--- src/rtl/toggle_activity_monitor.sv ---
// Toggle / static-one activity monitor.
// Samples an observed vector over a programmable window and accumulates
// bit toggles between consecutive samples and the number of one bits.
// Totals are offered to the collector through a valid/ready result port.
module toggle_activity_monitor #(
    parameter int DATA_W = 5,
    parameter int CNT_W  = 16,
    parameter int WIN_W  = 16
) (
    input  logic              clk,
    input  logic              rst_n,
    input  logic              start,
    input  logic [WIN_W-1:0]  window_len,
    input  logic              in_valid,
    input  logic [DATA_W-1:0] in_data,
    output logic              busy,
    output logic              res_valid,
    input  logic              res_ready,
    output logic [CNT_W-1:0]  toggle_cnt,
    output logic [CNT_W-1:0]  ones_cnt,
    output logic              saturated
);

    typedef enum logic [1:0] {
        ST_IDLE   = 2'd0,
        ST_PRIME  = 2'd1,
        ST_COUNT  = 2'd2,
        ST_REPORT = 2'd3
    } state_t;

    localparam logic [WIN_W-1:0] LEN_ZERO = {WIN_W{1'b0}};
    localparam logic [WIN_W-1:0] LEN_ONE  = {{(WIN_W-1){1'b0}}, 1'b1};

    // Number of one bits in a sample, zero-extended to accumulator width.
    function automatic logic [CNT_W-1:0] popcount(input logic [DATA_W-1:0] v);
        logic [CNT_W-1:0] c;
        c = {CNT_W{1'b0}};
        for (int i = 0; i < DATA_W; i++) begin
            c = c + {{(CNT_W-1){1'b0}}, v[i]};
        end
        return c;
    endfunction

    // Saturating add; result is {clipped, sum} and the sum never wraps.
    function automatic logic [CNT_W:0] sat_add(input logic [CNT_W-1:0] a,
                                               input logic [CNT_W-1:0] b);
        logic [CNT_W:0] s;
        s = {1'b0, a} + {1'b0, b};
        if (s[CNT_W]) begin
            s = {1'b1, {CNT_W{1'b1}}};
        end else begin
            s = s;
        end
        return s;
    endfunction

    state_t             state_r, state_nxt_s;
    logic [WIN_W-1:0]   window_len_r, window_len_nxt_s;
    logic [WIN_W-1:0]   sample_cnt_r, sample_cnt_nxt_s, sample_inc_s;
    logic [DATA_W-1:0]  prev_r, prev_nxt_s;
    logic [CNT_W-1:0]   toggle_cnt_r, toggle_cnt_nxt_s;
    logic [CNT_W-1:0]   ones_cnt_r, ones_cnt_nxt_s;
    logic               saturated_r, saturated_nxt_s;
    logic               busy_r, busy_nxt_s;
    logic               res_valid_r, res_valid_nxt_s;
    logic [CNT_W:0]     toggle_add_s;
    logic [CNT_W:0]     ones_add_s;

    assign toggle_add_s = sat_add(toggle_cnt_r, popcount(in_data ^ prev_r));
    assign ones_add_s   = sat_add(ones_cnt_r, popcount(in_data));
    assign sample_inc_s = sample_cnt_r + LEN_ONE;

    // Next-state and next-accumulator logic for the window FSM.
    always_comb begin
        state_nxt_s      = state_r;
        window_len_nxt_s = window_len_r;
        sample_cnt_nxt_s = sample_cnt_r;
        prev_nxt_s       = prev_r;
        toggle_cnt_nxt_s = toggle_cnt_r;
        ones_cnt_nxt_s   = ones_cnt_r;
        saturated_nxt_s  = saturated_r;
        busy_nxt_s       = 1'b0;
        res_valid_nxt_s  = 1'b0;

        case (state_r)
            ST_IDLE: begin
                if (start && (window_len != LEN_ZERO)) begin
                    window_len_nxt_s = window_len;
                    sample_cnt_nxt_s = LEN_ZERO;
                    toggle_cnt_nxt_s = {CNT_W{1'b0}};
                    ones_cnt_nxt_s   = {CNT_W{1'b0}};
                    saturated_nxt_s  = 1'b0;
                    state_nxt_s      = ST_PRIME;
                end else begin
                    state_nxt_s = ST_IDLE;
                end
            end
            ST_PRIME: begin
                if (in_valid) begin
                    prev_nxt_s       = in_data;
                    ones_cnt_nxt_s   = ones_add_s[CNT_W-1:0];
                    saturated_nxt_s  = saturated_r | ones_add_s[CNT_W];
                    sample_cnt_nxt_s = LEN_ONE;
                    if (window_len_r == LEN_ONE) begin
                        state_nxt_s = ST_REPORT;
                    end else begin
                        state_nxt_s = ST_COUNT;
                    end
                end else begin
                    state_nxt_s = ST_PRIME;
                end
            end
            ST_COUNT: begin
                if (in_valid) begin
                    prev_nxt_s       = in_data;
                    toggle_cnt_nxt_s = toggle_add_s[CNT_W-1:0];
                    ones_cnt_nxt_s   = ones_add_s[CNT_W-1:0];
                    saturated_nxt_s  = saturated_r | toggle_add_s[CNT_W] | ones_add_s[CNT_W];
                    sample_cnt_nxt_s = sample_inc_s;
                    if (sample_inc_s == window_len_r) begin
                        state_nxt_s = ST_REPORT;
                    end else begin
                        state_nxt_s = ST_COUNT;
                    end
                end else begin
                    state_nxt_s = ST_COUNT;
                end
            end
            ST_REPORT: begin
                if (res_ready) begin
                    state_nxt_s = ST_IDLE;
                end else begin
                    state_nxt_s = ST_REPORT;
                end
            end
            default: begin
                state_nxt_s = ST_IDLE;
            end
        endcase

        if ((state_nxt_s == ST_PRIME) || (state_nxt_s == ST_COUNT)) begin
            busy_nxt_s = 1'b1;
        end else begin
            busy_nxt_s = 1'b0;
        end

        if (state_nxt_s == ST_REPORT) begin
            res_valid_nxt_s = 1'b1;
        end else begin
            res_valid_nxt_s = 1'b0;
        end
    end

    // State, accumulator and registered-output update with synchronous reset.
    always_ff @(posedge clk) begin
        if (!rst_n) begin
            state_r      <= ST_IDLE;
            window_len_r <= LEN_ZERO;
            sample_cnt_r <= LEN_ZERO;
            prev_r       <= {DATA_W{1'b0}};
            toggle_cnt_r <= {CNT_W{1'b0}};
            ones_cnt_r   <= {CNT_W{1'b0}};
            saturated_r  <= 1'b0;
            busy_r       <= 1'b0;
            res_valid_r  <= 1'b0;
        end else begin
            state_r      <= state_nxt_s;
            window_len_r <= window_len_nxt_s;
            sample_cnt_r <= sample_cnt_nxt_s;
            prev_r       <= prev_nxt_s;
            toggle_cnt_r <= toggle_cnt_nxt_s;
            ones_cnt_r   <= ones_cnt_nxt_s;
            saturated_r  <= saturated_nxt_s;
            busy_r       <= busy_nxt_s;
            res_valid_r  <= res_valid_nxt_s;
        end
    end

    assign busy       = busy_r;
    assign res_valid  = res_valid_r;
    assign toggle_cnt = toggle_cnt_r;
    assign ones_cnt   = ones_cnt_r;
    assign saturated  = saturated_r;

endmodule
--- config.mk ---
export PLATFORM = sky130hd
export DESIGN_NAME = toggle_activity_monitor
export DESIGN_NICKNAME = d
export VERILOG_FILES = /design/src/rtl/toggle_activity_monitor.sv
export SDC_FILE = /design/constraint.sdc
export NUM_CORES = 1
export LEC_CHECK = 0
export CAP_MARGIN = 25
export CORE_MARGIN = 1.5
export CORE_UTILIZATION = 32
export DETAILED_ROUTE_END_ITERATION = 8
export GPL_ROUTABILITY_DRIVEN = 0
export REMOVE_ABC_BUFFERS = 1
export SLEW_MARGIN = 20
export SYNTH_ARGS = -nofsm -noshare
export SYNTH_HDL_FRONTEND = slang
export SYNTH_SLANG_ARGS = --single-unit
--- constraint.sdc ---
create_clock -name clk -period 4.6 [get_ports clk]
set_input_delay 0.92 -clock clk [delete_from_list [all_inputs] [get_ports clk]]
set_output_delay 0.92 -clock clk [all_outputs]
set_load 0.01 [all_outputs]
==> impl_metrics.tcl <==
set metrics [dict create \
    outcome "finished clean" \
    ys_types 60 \
    skew_ns 0.00936 \
    timing.slew.headroom_pct 40.1 \
    fin_area_sq_um 5840 \
    drv_slew 0 \
    min-delay-path-class "flop to flop" \
    worstSkewPairLatency_ns 0.35 \
    port_buffers 60 \
    synth_area_leader_cell "dfxtp_1" \
    ff2ff_setup_slack_ns 1.04 \
    drv_cap 0 \
    tns_ns 0 \
    setup_viol 0 \
    layout_min_cycle_time_ns 4.31 \
    ios 61 \
    ys_warn_count 0 \
    async_flop_share_pct 0 \
    dp_slack_ns 0.00156 \
    tritoncts "yes" \
    grt_pass1_wl_um 22300 \
    final_common_cell "dfxtp_1" \
    vdd_drop_max_v 0.000212 \
    dr.pass1.iters 5 \
    ys.flop_type "dfxtp_1" \
    grt_pass1_vias 4566 \
    cp-end-kind "flop" \
    finalWorstSetupSlack_ns 0.292 \
    finalPower_mw 1.62 \
    layout.nets 702 \
    cts_setup_buffers 0 \
    n_antenna_cell 0 \
    fin_util_pct 40.2 \
    power.leakage_nw 2.06 \
    synth-seq-cells 74 \
    required_ns 4.89 \
    die_x_um 125 \
    synth.cell_area_sq_um 4760 \
    clk_pin_slew_ns 0.06 \
    num_rows 44 \
    clock-sinks 74 \
    yosysSeqAreaShare_pct 31.1 \
    finalHoldViolations 0 \
    path_class "input port to flop" \
    via_per_inst 5.60 \
    arrival_ns 4.60 \
    route.detailed.drc 0 \
    wl_per_cell_um 16.2 \
    start_kind "input port" \
    vias 4723 \
    antenna_left 0 \
    rsz0062_at_grt "no" \
    drive_above_1_share_pct 6.82 \
    fmax_mhz 232 \
    start_util_pct 32.8 \
    post-route-period-util_pct 93.7 \
    overflow 0 \
    cts_hold_buf 0 \
    final_cell_count_no_fill 844 \
    dp.cells 828 \
    tightestPinTransition_ns 0.891 \
    die-height_um 125 \
    cp_max_fo 9 \
    place_area_sq_um 5540 \
    post-dp-hpwl_um 9790 \
    grt_antenna_before_repair 0 \
    synth_area_leaders "dfxtp_1, a21boi_0, o21ai_0" \
    p_per_area_nw_per_um2 278 \
    cts_buffers 9 \
    die-area_sq_um 15600 \
    post_cts_resized 0 \
    grt_max_degree 44 \
    synth_edf_count 0 \
    synth_top_area_share_pct 31.1 \
    grtUsageTotal_pct 17.3 \
    syn_to_final_growth_pct 22.7 \
    wirelength_um 13600 \
    fin_hold_ws_ns 0.472 \
    drt_iter0_markers 282 \
    syn_avg_cell_area_sq_um 7.83 \
    synth_cells 608 \
    core-area_sq_um 14500 \
    cts_buffer_depth 2 \
    final_cell_mix "dfxtp_1, nand2_1, o21ai_0, clkdlybuf4s50_1, a21boi_0" \
    cts-htree-levels 3 \
    cts-root-buf "clkbuf_16" \
]
[synthesized netlist by cell type (5+ instances only)]
| master | n |
|---|---|
| a31oi_1 | 11 |
| nand3_1 | 27 |
| or4_1 | 6 |
| o21ai_1 | 8 |
| nor3_1 | 13 |
| a21boi_0 | 43 |
| nor2_1 | 41 |
| dfxtp_1 | 74 |
| buf_2 | 5 |
| xor2_1 | 11 |
| clkbuf_1 | 24 |
| nand2_1 | 63 |
| fa_1 | 6 |
| o31ai_1 | 6 |
| nor2b_1 | 13 |
| nand4_1 | 14 |
| inv_1 | 22 |
| ha_1 | 15 |
| xnor2_1 | 17 |
| o21ai_0 | 60 |
| and2_1 | 15 |
| a21oi_1 | 22 |
| nor4_1 | 8 |
| a21o_1 | 7 |
| a21boi_1 | 8 |
[logic make-up (layout without fill, tap and decap cells)]
kind of cell | count (synthesis) | count (layout) | share of synthesized area, %
AOI/OAI and AO/OA | 195 | 195 | 27.0
xor gates and xnor gates | 28 | 28 | 5.15
adders and majority gates | 21 | 21 | 6.47
buffers and inverters | 58 | 110 | 4.97
DFF | 74 | 74 | 31.1
and+or+nand+nor | 232 | 232 | 25.3
[path summary, 6_finish.rpt]
| path | start | to | cells past startpoint |
|---|---|---|---|
| worst max-delay path | in_data[2] | toggle_cnt[6]$_SDFFE_PN0P_ | 14 |
| worst max register to register | prev_r[2]$_SDFFE_PN0P_ | toggle_cnt[6]$_SDFFE_PN0P_ | 13 |
| worst min-delay path | ones_cnt[0]$_SDFFE_PN0P_ | ones_cnt[0]$_SDFFE_PN0P_ | 2 |
| worst min register to register | ones_cnt[0]$_SDFFE_PN0P_ | ones_cnt[0]$_SDFFE_PN0P_ | 2 |
[worst max-delay path, stage by stage]
cell and delay [ns]:
clkdlybuf4s50_1 0.53, xor2_1 0.24, fa_1 0.46, inv_1 0.09, fa_1 0.39, inv_1 0.07
ha_1 0.17, fa_1 0.24, a21oi_1 0.12, nor4_1 0.78, buf_4 0.29, o21ai_0 0.09
o21ai_0 0.08, and2_1 0.13
[report_power, final]
part	switching (mW)	leakage [nW]	internal, mW
combinational	0.133	1.31	0.103
clock	0.267	0.147	0.449
sequential	0.0156	0.599	0.656
total	0.415	2.06	1.21
[state kept, by name, indices dropped and copies added (netlist names)]
| register | flops |
|---|---|
| busy | 1 |
| res_valid | 1 |
| toggle_cnt | 16 |
| state_r | 2 |
| prev_r | 5 |
| ones_cnt | 16 |
| window_len_r | 16 |
| sample_cnt_r | 16 |
| saturated | 1 |
[cell type report]
type | instances | area [sq um]
Clock inverter | 2 | 35.0
Clock buffer | 14 | 264
Fill cell | 1504 | 8690
Multi-Input combinational cell | 476 | 3040
Tap cell | 184 | 230
Sequential cell | 74 | 1480
Inverter | 22 | 82.6
Timing Repair Buffer | 72 | 706
[layer usage]
| metal | wire, um | vias up | global-route usage [%] |
|---|---|---|---|
| met5 | 0 | - | 0 |
| met4 | 346 | 0 | 8.22 |
| met3 | 622 | 31 | 4.07 |
| met2 | 6630 | 130 | 29.1 |
| met1 | 6050 | 2287 | 21.0 |
| li1 | - | 2275 | - |
(Power assumes the default switching activity.)
